### src/rtl/cam_fill_ctrl_if.sv
// cam_fill_ctrl_if -- bundles the signals of the CAM fill controller.
//   Two lookup miss ports: reqN_valid/reqN_addr in, reqN_ready out.
//   Flush handshake: flush_req in, flush_done out.
//   Memory read: mem_req_* request handshake, mem_resp_* return.
//   CAM write/clear: cam_we, cam_write_addr, cam_write_data, cam_invalidate.
//   Status: fill_done, fill_port, fill_err, busy.
// slave = the controller, master = the surrounding logic.
interface cam_fill_ctrl_if;
   logic        req0_valid;
   logic [18:0] req0_addr;
   logic        req0_ready;
   logic        req1_valid;
   logic [18:0] req1_addr;
   logic        req1_ready;
   logic        flush_req;
   logic        flush_done;
   logic        mem_req_valid;
   logic [18:0] mem_req_addr;
   logic        mem_req_ready;
   logic        mem_resp_valid;
   logic [31:0] mem_resp_data;
   logic        cam_we;
   logic [19:0] cam_write_addr;
   logic [31:0] cam_write_data;
   logic        cam_invalidate;
   logic        fill_done;
   logic        fill_port;
   logic        fill_err;
   logic        busy;

   modport slave (
      input  req0_valid, req0_addr, req1_valid, req1_addr, flush_req,
             mem_req_ready, mem_resp_valid, mem_resp_data,
      output req0_ready, req1_ready, flush_done, mem_req_valid, mem_req_addr,
             cam_we, cam_write_addr, cam_write_data, cam_invalidate,
             fill_done, fill_port, fill_err, busy
   );

   modport master (
      output req0_valid, req0_addr, req1_valid, req1_addr, flush_req,
             mem_req_ready, mem_resp_valid, mem_resp_data,
      input  req0_ready, req1_ready, flush_done, mem_req_valid, mem_req_addr,
             cam_we, cam_write_addr, cam_write_data, cam_invalidate,
             fill_done, fill_port, fill_err, busy
   );
endinterface

### src/rtl/cam_fill_ctrl.sv
// cam_fill_ctrl -- services CAM misses from two lookup ports.
//   A miss is granted round-robin, its line is read from memory and
//   written into one of two CAM ways (alternating victim). A flush clears
//   the CAM and resets the victim. A memory read that sees no response
//   within MEM_TIMEOUT cycles is aborted with a fill_err pulse.
// Ports:
//   clk  - clock, rising edge
//   rst  - asynchronous active-high reset
//   bus  - cam_fill_ctrl_if.slave (requests, memory, CAM, status)
module cam_fill_ctrl #(
   parameter int MEM_TIMEOUT = 255
) (
   input  logic            clk,
   input  logic            rst,
   cam_fill_ctrl_if.slave  bus
);

   localparam logic [9:0] TMO = 10'(MEM_TIMEOUT);

   typedef enum logic [2:0] {IDLE, MEM_REQ, MEM_WAIT, WRITE, FLUSH} state_t;

   state_t      state_q;
   logic        ptr_q;      // port preferred on a tie
   logic        victim_q;   // way the next fill writes
   logic        port_q;     // port id of the fill in flight
   logic [18:0] addr_q;     // captured miss address, drives mem_req_addr
   logic [9:0]  cnt_q;
   logic        mem_req_valid_q, cam_we_q, cam_inv_q, flush_done_q;
   logic        fill_done_q, fill_port_q, fill_err_q, busy_q;
   logic [19:0] cam_waddr_q;
   logic [31:0] cam_wdata_q; // doubles as the response capture register

   logic        gnt_d, idle_ok_d, rdy0_d, rdy1_d, tmo_d;
   logic [9:0]  cnt_d;

   // Grant: a lone valid port wins, a tie goes to the preferred port.
   always_comb begin
      idle_ok_d = (state_q == IDLE) && !bus.flush_req;
      gnt_d     = bus.req0_valid ? (bus.req1_valid ? ptr_q : 1'b0) : 1'b1;
      rdy0_d    = idle_ok_d && bus.req0_valid && !gnt_d;
      rdy1_d    = idle_ok_d && bus.req1_valid && gnt_d;
      cnt_d     = cnt_q + 10'd1;
      tmo_d     = (cnt_d == TMO);
   end

   always_ff @(posedge clk or posedge rst) begin
      if (rst) begin
         state_q         <= IDLE;
         ptr_q           <= 1'b0;
         victim_q        <= 1'b0;
         port_q          <= 1'b0;
         addr_q          <= '0;
         cnt_q           <= '0;
         mem_req_valid_q <= 1'b0;
         cam_we_q        <= 1'b0;
         cam_inv_q       <= 1'b0;
         flush_done_q    <= 1'b0;
         fill_done_q     <= 1'b0;
         fill_port_q     <= 1'b0;
         fill_err_q      <= 1'b0;
         busy_q          <= 1'b0;
         cam_waddr_q     <= '0;
         cam_wdata_q     <= '0;
      end else begin
         // single-cycle strobes default low
         cam_we_q     <= 1'b0;
         cam_inv_q    <= 1'b0;
         flush_done_q <= 1'b0;
         fill_done_q  <= 1'b0;
         fill_port_q  <= 1'b0;
         fill_err_q   <= 1'b0;
         case (state_q)
            IDLE: begin
               if (bus.flush_req) begin
                  state_q      <= FLUSH;
                  busy_q       <= 1'b1;
                  cam_inv_q    <= 1'b1;
                  flush_done_q <= 1'b1;
               end else if (rdy0_d || rdy1_d) begin
                  state_q         <= MEM_REQ;
                  busy_q          <= 1'b1;
                  addr_q          <= gnt_d ? bus.req1_addr : bus.req0_addr;
                  port_q          <= gnt_d;
                  ptr_q           <= ~gnt_d;
                  mem_req_valid_q <= 1'b1;
               end
            end
            MEM_REQ: begin
               if (bus.mem_req_ready) begin
                  state_q         <= MEM_WAIT;
                  mem_req_valid_q <= 1'b0;
                  cnt_q           <= '0;
               end
            end
            MEM_WAIT: begin
               // response checked first so it wins over a same-cycle timeout
               if (bus.mem_resp_valid) begin
                  state_q     <= WRITE;
                  cam_wdata_q <= bus.mem_resp_data;
                  cam_waddr_q <= {victim_q, addr_q};
                  cam_we_q    <= 1'b1;
                  fill_done_q <= 1'b1;
                  fill_port_q <= port_q;
               end else if (tmo_d) begin
                  state_q    <= IDLE;
                  busy_q     <= 1'b0;
                  fill_err_q <= 1'b1;
                  cnt_q      <= '0;
               end else begin
                  cnt_q <= cnt_d;
               end
            end
            WRITE: begin
               state_q  <= IDLE;
               busy_q   <= 1'b0;
               victim_q <= ~victim_q;
            end
            FLUSH: begin
               state_q  <= IDLE;
               busy_q   <= 1'b0;
               victim_q <= 1'b0;
            end
            default: begin
               state_q <= IDLE;
               busy_q  <= 1'b0;
            end
         endcase
      end
   end

   assign bus.req0_ready     = rdy0_d;
   assign bus.req1_ready     = rdy1_d;
   assign bus.flush_done     = flush_done_q;
   assign bus.mem_req_valid  = mem_req_valid_q;
   assign bus.mem_req_addr   = addr_q;
   assign bus.cam_we         = cam_we_q;
   assign bus.cam_write_addr = cam_waddr_q;
   assign bus.cam_write_data = cam_wdata_q;
   assign bus.cam_invalidate = cam_inv_q;
   assign bus.fill_done      = fill_done_q;
   assign bus.fill_port      = fill_port_q;
   assign bus.fill_err       = fill_err_q;
   assign bus.busy           = busy_q;

endmodule

### src/flat_wrapper.sv
// flat-port wrapper written by rule: the top's interface ports become plain ports
module cam_fill_ctrl_flat 
#(
   parameter int MEM_TIMEOUT = 255
)
  (clk, rst, bus_req0_valid, bus_req0_addr, bus_req1_valid, bus_req1_addr, bus_flush_req, bus_mem_req_ready, bus_mem_resp_valid, bus_mem_resp_data, bus_req0_ready, bus_req1_ready, bus_flush_done, bus_mem_req_valid, bus_mem_req_addr, bus_cam_we, bus_cam_write_addr, bus_cam_write_data, bus_cam_invalidate, bus_fill_done, bus_fill_port, bus_fill_err, bus_busy);
  cam_fill_ctrl_if bus_i ();
  input  logic clk;
  input  logic rst;
  input wire logic [$bits(bus_i.req0_valid)-1:0] bus_req0_valid;
  input wire logic [$bits(bus_i.req0_addr)-1:0] bus_req0_addr;
  input wire logic [$bits(bus_i.req1_valid)-1:0] bus_req1_valid;
  input wire logic [$bits(bus_i.req1_addr)-1:0] bus_req1_addr;
  input wire logic [$bits(bus_i.flush_req)-1:0] bus_flush_req;
  input wire logic [$bits(bus_i.mem_req_ready)-1:0] bus_mem_req_ready;
  input wire logic [$bits(bus_i.mem_resp_valid)-1:0] bus_mem_resp_valid;
  input wire logic [$bits(bus_i.mem_resp_data)-1:0] bus_mem_resp_data;
  output wire logic [$bits(bus_i.req0_ready)-1:0] bus_req0_ready;
  output wire logic [$bits(bus_i.req1_ready)-1:0] bus_req1_ready;
  output wire logic [$bits(bus_i.flush_done)-1:0] bus_flush_done;
  output wire logic [$bits(bus_i.mem_req_valid)-1:0] bus_mem_req_valid;
  output wire logic [$bits(bus_i.mem_req_addr)-1:0] bus_mem_req_addr;
  output wire logic [$bits(bus_i.cam_we)-1:0] bus_cam_we;
  output wire logic [$bits(bus_i.cam_write_addr)-1:0] bus_cam_write_addr;
  output wire logic [$bits(bus_i.cam_write_data)-1:0] bus_cam_write_data;
  output wire logic [$bits(bus_i.cam_invalidate)-1:0] bus_cam_invalidate;
  output wire logic [$bits(bus_i.fill_done)-1:0] bus_fill_done;
  output wire logic [$bits(bus_i.fill_port)-1:0] bus_fill_port;
  output wire logic [$bits(bus_i.fill_err)-1:0] bus_fill_err;
  output wire logic [$bits(bus_i.busy)-1:0] bus_busy;
  assign bus_i.req0_valid = bus_req0_valid;
  assign bus_i.req0_addr = bus_req0_addr;
  assign bus_i.req1_valid = bus_req1_valid;
  assign bus_i.req1_addr = bus_req1_addr;
  assign bus_i.flush_req = bus_flush_req;
  assign bus_i.mem_req_ready = bus_mem_req_ready;
  assign bus_i.mem_resp_valid = bus_mem_resp_valid;
  assign bus_i.mem_resp_data = bus_mem_resp_data;
  assign bus_req0_ready = bus_i.req0_ready;
  assign bus_req1_ready = bus_i.req1_ready;
  assign bus_flush_done = bus_i.flush_done;
  assign bus_mem_req_valid = bus_i.mem_req_valid;
  assign bus_mem_req_addr = bus_i.mem_req_addr;
  assign bus_cam_we = bus_i.cam_we;
  assign bus_cam_write_addr = bus_i.cam_write_addr;
  assign bus_cam_write_data = bus_i.cam_write_data;
  assign bus_cam_invalidate = bus_i.cam_invalidate;
  assign bus_fill_done = bus_i.fill_done;
  assign bus_fill_port = bus_i.fill_port;
  assign bus_fill_err = bus_i.fill_err;
  assign bus_busy = bus_i.busy;
  cam_fill_ctrl #(.MEM_TIMEOUT(MEM_TIMEOUT)) u_core (.clk(clk), .rst(rst), .bus(bus_i));
endmodule
### config.mk
export PLATFORM = sky130hd
export DESIGN_NAME = cam_fill_ctrl_flat
export DESIGN_NICKNAME = d
export VERILOG_FILES = /design/src/rtl/cam_fill_ctrl_if.sv /design/src/rtl/cam_fill_ctrl.sv /design/src/flat_wrapper.sv
export SDC_FILE = /design/constraint.sdc
export NUM_CORES = 1
export LEC_CHECK = 0
export ABC_AREA = 0
export CAP_MARGIN = 5
export CORE_MARGIN = 4
export CORE_UTILIZATION = 43
export CTS_CLUSTER_DIAMETER = 80
export DETAILED_ROUTE_END_ITERATION = 8
export PLACE_DENSITY = 0.82
export SKIP_LAST_GASP = 1
export SYNTH_ARGS = -nofsm -noshare
export SYNTH_HDL_FRONTEND = slang
export SYNTH_SLANG_ARGS = --single-unit
### constraint.sdc
create_clock -name clk -period 3.3 [get_ports clk]
set_input_delay 0.33 -clock clk [delete_from_list [all_inputs] [get_ports clk]]
set_output_delay 0.33 -clock clk [all_outputs]
set_load 0.05 [all_outputs]
# == Yosys cells after proc, flatten, opt, wreduce, memory -nomap -nowiden ==
# Index checks and enable logic that the tools add are counted.
# totals
input_bits,77
wordCells,80
output_inout_bits,81
register_bits,93
# op_classes
n_eq_ne,12
n_mux,31
bitwise_logic,4
n_addsub,1
reduce_logical,18
# ops
operator,count
two-way mux 10 bit,3
case mux 10 bit (2 select lines),1
two-way mux 19 bit,1
two-way mux 1 bit,17
two-way mux 3 bit,5
adder 10 x 1 -> 10 bit (second input constant),1
== test 10 x 8 -> 1 bit (second input constant),1
case mux 3 bit (3 select lines),1
AND reduction 3 bit,3
inequality test 2 bit (second input constant),4
AND reduction 4 bit,2
== test 3 x 2 -> 1 bit (second input constant),2
nonzero test 2 bit,3
logical AND 1 bit,5
inverter 1 bit,4
case mux 1 bit (2 select lines),2
== test 3 x 1 -> 1 bit (second input constant),1
== test 3 bit (second input constant),1
zero test 3 bit,1
inequality test 3 x 2 -> 1 bit (second input constant),1
inequality test 3 bit (second input constant),1
case mux 1 bit (3 select lines),1
zero test 1 bit,2
inequality test 2 x 1 -> 1 bit (second input constant),1
other kinds (2),2

# == Depth between registers and ports, before layout ==
# Gate-level depths: netlist of run 1.
# logic_depth
word_depth,8
depth_mapped,7
mapped_depth_nobuf,6

# == Worst setup path before layout of run 1 ==
# Ideal clock, no wire load.
# synth_timing
path_type,reg2reg
from,register u_core.cnt_q[0]
to,register u_core.cnt_q[5]
setup_time_ps,128
arrival_ps,1760
setup_slack_ps,1412
period_less_slack_ps,1888
path_stages_with_launch,7
path_buffers,0
required_ps,3172
cell_sequence,dfrtp_1 -> ha_1 -> and3_1 -> or3_1 -> a211oi_2 -> or2b_1 -> o21ai_0
# synth_via
elab_chain_cells,5
# synth_rtl
item,line,text
from (decl),cam_fill_ctrl.sv:27,logic [9:0] cnt_q;
from (signal assigned),cam_fill_ctrl.sv:110,cnt_q <= cnt_d;
adder 10 x 1 -> 10 bit (*),cam_fill_ctrl.sv:42,cnt_d = cnt_q + 10'd1;
== test 10 x 8 -> 1 bit,cam_fill_ctrl.sv:43,tmo_d = (cnt_d == TMO);
two-way mux 10 bit (*),cam_fill_ctrl.sv:104,end else if (tmo_d) begin
two-way mux 10 bit (*),cam_fill_ctrl.sv:97,if (bus.mem_resp_valid) begin
case mux 10 bit (2 select lines) (*),cam_fill_ctrl.sv:72,case (state_q)
# Mark *: on every way between the ends. The rest lies on a longest branch, timed or not. The select of a mux whose other input is x is not followed.
# A chain may end at the register's enable or synchronous reset.

# == Worst setup path in the final report of run 1 ==
# layout_timing
from,register u_core.state_q[0]
to,output bus_req1_ready
# layout_via
elab_chain_cells,4
# layout_rtl
item,line,text
from (decl),cam_fill_ctrl.sv:22,state_t state_q;
from (signal assigned),cam_fill_ctrl.sv:48,state_q <= IDLE;
from (signal assigned),cam_fill_ctrl.sv:75,state_q <= FLUSH;
from (signal assigned),cam_fill_ctrl.sv:80,state_q <= MEM_REQ;
zero test 3 bit,cam_fill_ctrl.sv:38,idle_ok_d = (state_q == IDLE) && !bus.flush_req;
logical AND 1 bit,cam_fill_ctrl.sv:38,
logical AND 1 bit (2 in a row),cam_fill_ctrl.sv:41,rdy1_d = idle_ok_d && bus.req1_valid && gnt_d;
to (decl),flat_wrapper.sv:19,output wire logic [$bits(bus_i.req1_ready)-1:0] bus_req1_ready;
# No other way between the ends.

==> flow_summary.toml, run 1 <==
[placement]
io_buffers = 157
dp_hpwl_um = 7330
place.gp.congestion = 0.777

[pwr]
power.share.clock_pct = 11.7
p_sw_mw = 3.02
p_int_mw = 3.29
seqPwrFrac_pct = 31.5
switching_share_pct = 47.8
powerDensity_nw_per_um2 = 1100
combPwrFrac_pct = 56.8
p_leak_nw = 2.47
ir_drop_uv = 585

[grt]
grt_max_degree = 54
grt-ovfl-total = 0
groute.usage.overall_pct = 18.4
grt_pass1_vias = 3159
grt_antenna_before_repair = 0
grt_pass1_wl_um = 15300

[worst_setup_path]
path_cells = "or4_4 -> nor3_4 -> buf_12"
critPathSlowestCell = "or4_4"
worstPathRequired_ps = 2970
endpoint_kind = "output port"
path_class = "flop to output port"
start_kind = "flop"
slowest_delay_ps = 610
r2r_slack_ps = 1100
cpLargestDelayFamily = "simple AND/OR/NAND/NOR gates"
cp.arrival_ps = 2160
critical_path_buf_inv_count = 1
path_max_fanout = 11

[sta]
setup-violations-final = 0
slew_violations = 0
fin_crit_sh_pct = 75.4
timing.setup.tns_ps = 0
fmax_mhz = 402
rsz0062_at_grt = "no"
finalHoldViolCount = 0
skew_ps = 11.4
holdWs_ps = 410
finalCriticalPeriod_ps = 2490
slew_headroom_pct = 57.0
worst_pin_slew_ps = 646

[drt]
wl_met1_um = 3840
drcViolationCount = 0
vias = 2999
met3WireLength_um = 768
top_layer_used = "met4"
finalWirelength_um = 9750
drt-initial-drc-count = 90
ant_nets = 0
met2_length_um = 5020
viasPerCell = 5.14
dr.pass1.iters = 4
wl_per_cell_um = 16.7

[clock_network]
tritoncts = "built"
path_clk_slew_ps = 90
ctsResizeCount = 0
cts_buffer_depth = 2
cts_root_buf = "clkbuf_8"
post_cts.repair.setup_buffers = 0
htreeDepth = 3
cts.sinks = 93
cts-hold-fix-buffers = 0
cts_buffers = 9
clkLatencyLatePin_ps = 360

[yosys]
ys_seq_elements = 93
ys_seq_area_share_pct = 59.6
synth_ff_type = "dfrtp_1"
synth_cells = 315
async_flop_share_pct = 100
synth_edf_count = 0
syn_area_um2 = 3900
synth.avg_cell_area_um2 = 12.4
synth_fp_nets = 394
yosysUniqueCellTypes = 44
yosysWarnings = 0

[die]
num_rows = 34
core-area_um2 = 8760
start_util_pct = 44.5
fp.dieH_um = 103
dieArea_um2 = 10700
die_w_um = 103
ios = 158

[cells_and_area]
diodes = 0
final_common_cell = "clkdlybuf4s50_1"
nets = 551
mostFrequentLayoutCells = "clkdlybuf4s50_1, dfrtp_1, mux2_2"
drive_gt1_share_pct = 17.5
synthToLayoutAreaGrowth_pct = 47.5

[min_path]
min_path_type = "input pin to async pin"

[flow_run]
max_cap_viol_count = 0

[run_status]
outcome = "complete, no violations"
## registers in the layout (all words and copies together), names as in the netlist, 3 cells and up
| signal | count |
|---|---|
| u_core.bus.cam_write_data | 32 |
| u_core.bus.mem_req_addr | 19 |
| u_core.state_q | 3 |
| u_core.bus.cam_write_addr | 20 |
| u_core.cnt_q | 10 |
## synthesized netlist by cell type (2+ instances only)
library cell  count  area share [%]
inv_1             6            0.58
o22ai_1           2            0.32
xor2_1            3            0.67
and2_0            2            0.32
or3_1             2            0.32
mux2i_1           2            0.51
nor2b_1           2            0.32
and4_1            3            0.67
nor2_1            4            0.38
a21oi_1           5            0.64
nor3_1            5            0.64
ha_1              2            0.64
and3_1            4            0.64
buf_4             8             1.5
o21ai_0          12             1.5
buf_2             7            0.90
and2_1            2            0.32
mux2_2           52              15
nand3_1           7            0.90
dfrtp_1          93              60
clkbuf_2          2            0.26
a22oi_1          18             3.5
nand2_1          49             4.7
o31ai_1           3            0.58
## kinds of logic after synthesis
group / after synthesis / synth area share, %
flip-flops: 93 / 59.6
buffers and inverters: 24 / 3.56
AND/OR/NAND/NOR: 89 / 11.3
adder cells (fa/ha/maj): 2 / 0.641
multiplexers: 54 / 15.5
XOR/XNOR: 4 / 0.898
AO/OA/AOI/OAI: 49 / 8.43
## power groups by stage
stage          clock (mW)  combinational (mW)  sequential, mW
2_1_floorplan           0               0.843            3.52
3_5_place_dp            0                3.62            2.00
3_3_place_gp            0                3.54            1.98
4_1_cts             0.763                3.62            1.99
5_1_grt             0.799                3.77            2.06
6_report            0.741                3.58            1.99
## per-layer routing
metal  vias up  GRT usage [%]
met2       103           32.5
met3        12           4.90
li1       1419              -
met5         -              0
met1      1465           21.8
met4         0           5.78
## through the flow
stage          cells  util [%]  area, um^2  setup slack (ps)  total power [mW]
6_report         583      65.7        5760               812              6.31
5_1_grt          583      65.7        5760               682              6.63
4_1_cts          583      65.7        5760               798              6.37
3_5_place_dp     569      63.6        5570               948              5.62
3_3_place_gp     569      63.6        5570              1020              5.53
2_1_floorplan    315         -        3900               550              4.36
## worst register-to-register path: stages (launching register included)
cell and delay (ps):
dfrtp_1 470, ha_1 290, and3_1 250, or3_1 330
a211oi_2 350, or2b_1 270, o21ai_0 120
## final timing paths
check / startpoint / to / cells past startpoint
setup / recovery: u_core.state_q[0] / bus_req1_ready / 3
hold / removal: rst / u_core.bus.cam_write_data[3] / 2
setup reg to reg: u_core.cnt_q[0] / u_core.cnt_q[6] / 6
hold reg to reg: u_core.port_q / u_core.bus.fill_port / 1
max in group asynchronous: rst / u_core.bus.cam_write_data[15] / 3
min in group clk: u_core.port_q / u_core.bus.fill_port / 1
## cell type report
cell class / count / area, um^2
Sequential cell: 93 / 2330
Timing Repair Buffer: 164 / 1640
Clock inverter: 5 / 61.3
Inverter: 6 / 25.0
Tap cell: 108 / 135
Fill cell: 684 / 3010
Multi-Input combinational cell: 198 / 1440
Clock buffer: 9 / 124
No activity file was read; power rests on OpenSTA's default activity.
==> run 2: changes to the inputs <==
clock period = 2.45 ns   (was 3.3 ns; I/O delays follow)
==> flow_summary.toml, run 2 (synthesis gave the netlist of run 1 again) <==
[cells_and_area]
synthToLayoutAreaGrowth_pct = 47.5
largest_reg_flops = 32
final_area_um2 = 5760
fillers = 657
mostFrequentLayoutCells = "clkdlybuf4s50_1, dfrtp_1, mux2_2"
diodes = 0
drive_gt1_share_pct = 17.8
final_common_cell = "clkdlybuf4s50_1"
nets = 552

[pwr]
p_leak_nw = 2.48
ir_drop_uv = 736
power_mw = 8.37
powerDensity_nw_per_um2 = 1450

[drt]
ant_nets = 0
drt-initial-drc-count = 129
wl_per_cell_um = 15.9
dr.pass1.iters = 4
viasPerCell = 5.21
vias = 3050
finalWirelength_um = 9310
drcViolationCount = 0

[sta]
slew_violations = 0
fmax_mhz = 426
setup-violations-final = 0
finalCriticalPeriod_ps = 2350
layout_setup_ws_ps = 104
holdWs_ps = 372
slew_headroom_pct = 35.9
timing.setup.tns_ps = 0
finalHoldViolCount = 0
rsz0062_at_grt = "no"
fin_crit_sh_pct = 95.8
skew_ps = 13.8
worst_pin_slew_ps = 958

[die]
die_w_um = 103
start_util_pct = 44.5
core-area_um2 = 8760
dieArea_um2 = 10700
ios = 158
num_rows = 34
fp.dieH_um = 103

[worst_setup_path]
path_cells = "or4_4 -> nor3_4 -> buf_4 -> buf_12"
timing.rr.start = "u_core.cnt_q[0]"
worstPathRequired_ps = 2200
critPathCapture = "bus_req1_ready"
cp.arrival_ps = 2100
start_kind = "flop"
critical_path_buf_inv_count = 2
path_max_fanout = 20
critPathSlowestCell = "or4_4"
r2r-end = "u_core.cnt_q[6]"
r2r_slack_ps = 240
crit_start = "u_core.state_q[0]"
endpoint_kind = "output port"
cpLargestDelayFamily = "simple AND/OR/NAND/NOR gates"
slowest_delay_ps = 620
worstRegToRegCells = 6
path_class = "flop to output port"
path_depth = 4

[clock_network]
ctsResizeCount = 0
post_cts.repair.setup_buffers = 0
cts_root_buf = "clkbuf_8"
clkLatencyLatePin_ps = 350
cts_buffers = 9
path_clk_slew_ps = 100
cts.sinks = 93
htreeDepth = 3
cts_buffer_depth = 2
cts-hold-fix-buffers = 0
tritoncts = "built"

[placement]
placed_cell_area_um2 = 5590
pre_cts_ws_ps = 82.8
place.gp.congestion = 0.803
dp_hpwl_um = 6930
io_buffers = 157

[grt]
groute.usage.overall_pct = 17.6
grt_max_degree = 94
grt_pass1_wl_um = 14600
grt-ovfl-total = 0
grt_antenna_before_repair = 0
grt_pass1_vias = 2980

[min_path]
min_path_type = "input pin to async pin"

[run_status]
outcome = "complete, no violations"

[flow_run]
max_cap_viol_count = 0
run 2: changes by cell type in the layout (fill, tap and decap cells not counted):
cell	previous run	this run
buf_12	2	3
clkinv_2	0	3
bufinv_16	1	0
inv_4	1	0
run 2: cell type report:
class	instances	area [um^2]	share of cell area [%]
timing repair buffer	165	1660	28.9
tap	108	135	2.35
sequential	93	2330	40.4
inverter	6	26.3	0.456
clock inverter	6	38.8	0.674
clock buffer	9	124	2.15
multi-input combinational	198	1440	25.0
run 2: worst register-to-register path, cell delays in order, from the launching register on:
cell      delay [ps]
dfrtp_1          460
ha_1             300
and3_1           250
or3_1            330
a211oi_2         360
or2b_1           270
o21ai_0          120
run 2: worst min-delay path by stage:
| stage | startpoint | to |
|---|---|---|
| 2_1_floorplan | bus_mem_req_ready | u_core.state_q[0] |
| 3_3_place_gp | u_core.bus.mem_req_addr[14] | u_core.bus.mem_req_addr[14] |
| 3_5_place_dp | u_core.port_q | u_core.port_q |
| 4_1_cts | rst | u_core.bus.cam_write_data[11] |
| 5_1_grt | rst | u_core.bus.cam_write_data[11] |
| 6_report | rst | u_core.bus.cam_write_data[11] |
run 2: power breakdown:
part	switching [mW]	total, mW	internal, mW
Sequential	0.453	2.67	2.22
Combinational	3.06	4.82	1.76
Clock	0.523	0.884	0.362
run 2: layer usage:
layer	wire length [um]	track usage [%]	up-vias
met1	3700	21.5	1493
li1	-	-	1431
met2	4640	29.4	113
met3	819	5.37	13
met4	145	6.47	0
met5	0	0	-
run 2: per-stage QoR:
stage                     utilization [%]  cells
final                                65.7    585
after global routing                 65.7    585
after CTS                            65.7    585
after detailed placement             63.8    570
after global placement               63.8    570
after floorplan                         -    315
==> run 3: changes to the inputs <==
CORE_MARGIN = 2   (was 4)
==> flow_summary.toml, run 3 (synthesis gave the netlist of run 1 again) <==
[run_status]
outcome = "complete, no violations"

[worst_setup_path]
worstPathRequired_ps = 2200
start_kind = "flop"
path_max_fanout = 20
path_class = "flop to output port"
r2r_slack_ps = 250
slowest_delay_ps = 620
cpLargestDelayFamily = "simple AND/OR/NAND/NOR gates"
path_cells = "or4_4 -> nor3_4 -> buf_6 -> buf_12"
cp.arrival_ps = 2070
critPathSlowestCell = "or4_4"
critical_path_buf_inv_count = 2
endpoint_kind = "output port"

[placement]
io_buffers = 157
dp_hpwl_um = 6890
placed_cell_area_um2 = 5610
place.gp.congestion = 0.801
place_inst = 571
pre_cts_ws_ps = 85.1

[sta]
rsz0062_at_grt = "no"
slew_violations = 0
slew_headroom_pct = 38.1
timing.setup.tns_ps = 0
skew_ps = 11.6
layout_setup_ws_ps = 135
fin_crit_sh_pct = 94.5
worst_pin_slew_ps = 925
fmax_mhz = 432
finalCriticalPeriod_ps = 2320
setup-violations-final = 0
finalHoldViolCount = 0

[grt]
grt_max_degree = 43
grt-ovfl-total = 0
groute.usage.overall_pct = 20.0
grt_pass1_wl_um = 15600
grt_antenna_before_repair = 0
grt_pass1_vias = 3219

[clock_network]
post_cts.repair.setup_buffers = 0
tritoncts = "built"
cts_root_buf = "clkbuf_8"
clkLatencyLatePin_ps = 360
htreeDepth = 3
cts_buffers = 9
cts_buffer_depth = 2
cts.sinks = 93
path_clk_slew_ps = 100

[cells_and_area]
final_area_um2 = 5820
synthToLayoutAreaGrowth_pct = 49.0
final_common_cell = "clkdlybuf4s50_1"
fillers = 686
fin_cells = 587
drive_gt1_share_pct = 18.0
nets = 553
largest_reg_flops = 32
mostFrequentLayoutCells = "clkdlybuf4s50_1, dfrtp_1, mux2_2"
final_util_pct = 66.4
diodes = 0

[die]
dieArea_um2 = 9850
die_w_um = 99.3
fp.dieH_um = 99.3
num_rows = 34
start_util_pct = 44.5
ios = 158
core-area_um2 = 8760

[drt]
vias = 3023
dr.pass1.iters = 4
finalWirelength_um = 9380
drt-initial-drc-count = 125
ant_nets = 0
viasPerCell = 5.15
wl_per_cell_um = 16.0
drcViolationCount = 0

[flow_run]
max_cap_viol_count = 0

[min_path]
min_path_type = "input pin to async pin"

[pwr]
p_leak_nw = 2.51
powerDensity_nw_per_um2 = 1470
ir_drop_uv = 776
==> run 3: cell types whose count changed in the layout (fill, tap and decap cells not counted) <==
cell	before	now
bufinv_16	0	1
clkinv_4	0	2
clkinv_2	3	1
clkbuf_1	0	1
buf_12	3	4
clkinvlp_4	3	1
inv_6	1	2
buf_4	7	6
buf_6	0	1
==> run 3: metrics by stage <==
step	power [mW]	hold WS (ps)
after floorplan	5.87	354
after global placement	7.45	478
after detailed placement	7.56	474
after CTS	8.61	336
after global routing	8.95	351
final	8.53	316
==> run 3: area by class of cell <==
class	count	area [um^2]	share of cell area, %
sequential	93	2330	40.0
timing repair buffer	166	1690	29.0
multi-input combinational	198	1440	24.8
tap	108	135	2.32
clock buffer	10	128	2.19
clock inverter	6	70.1	1.20
inverter	6	26.3	0.452
==> run 3: where the power goes <==
part,switching [mW],internal (mW)
combinational,3.05,1.77
sequential,0.462,2.22
clock,0.550,0.482
==> run 3: metal layers <==
| metal | vias to the layer above | wire length [um] | GRT usage, % |
|---|---|---|---|
| li1 | 1428 | - | - |
| met1 | 1480 | 3770 | 23.9 |
| met2 | 106 | 4780 | 34.8 |
| met3 | 9 | 698 | 5.69 |
| met4 | 0 | 127 | 6.64 |
| met5 | - | 0 | 0 |
==> run 3: path summary, 6_finish.rpt <==
path,from,to,cells past startpoint
setup / recovery,u_core.state_q[0],bus_req1_ready,4
hold / removal,rst,u_core.bus.cam_we,2
setup reg to reg,u_core.cnt_q[0],u_core.cnt_q[7],6
hold reg to reg,u_core.port_q,u_core.bus.fill_port,1
max in group asynchronous,rst,u_core.bus.fill_err,3
min in group clk,bus_req0_addr[9],u_core.bus.mem_req_addr[9],3
==> run 3: repair_timing <==
item | CTS | global route
endpoints found under the setup margin | 0 | 1
hold buffers | 0 | 0
gates resized for setup | 0 | 1
endpoints found under the hold margin | 0 | 0
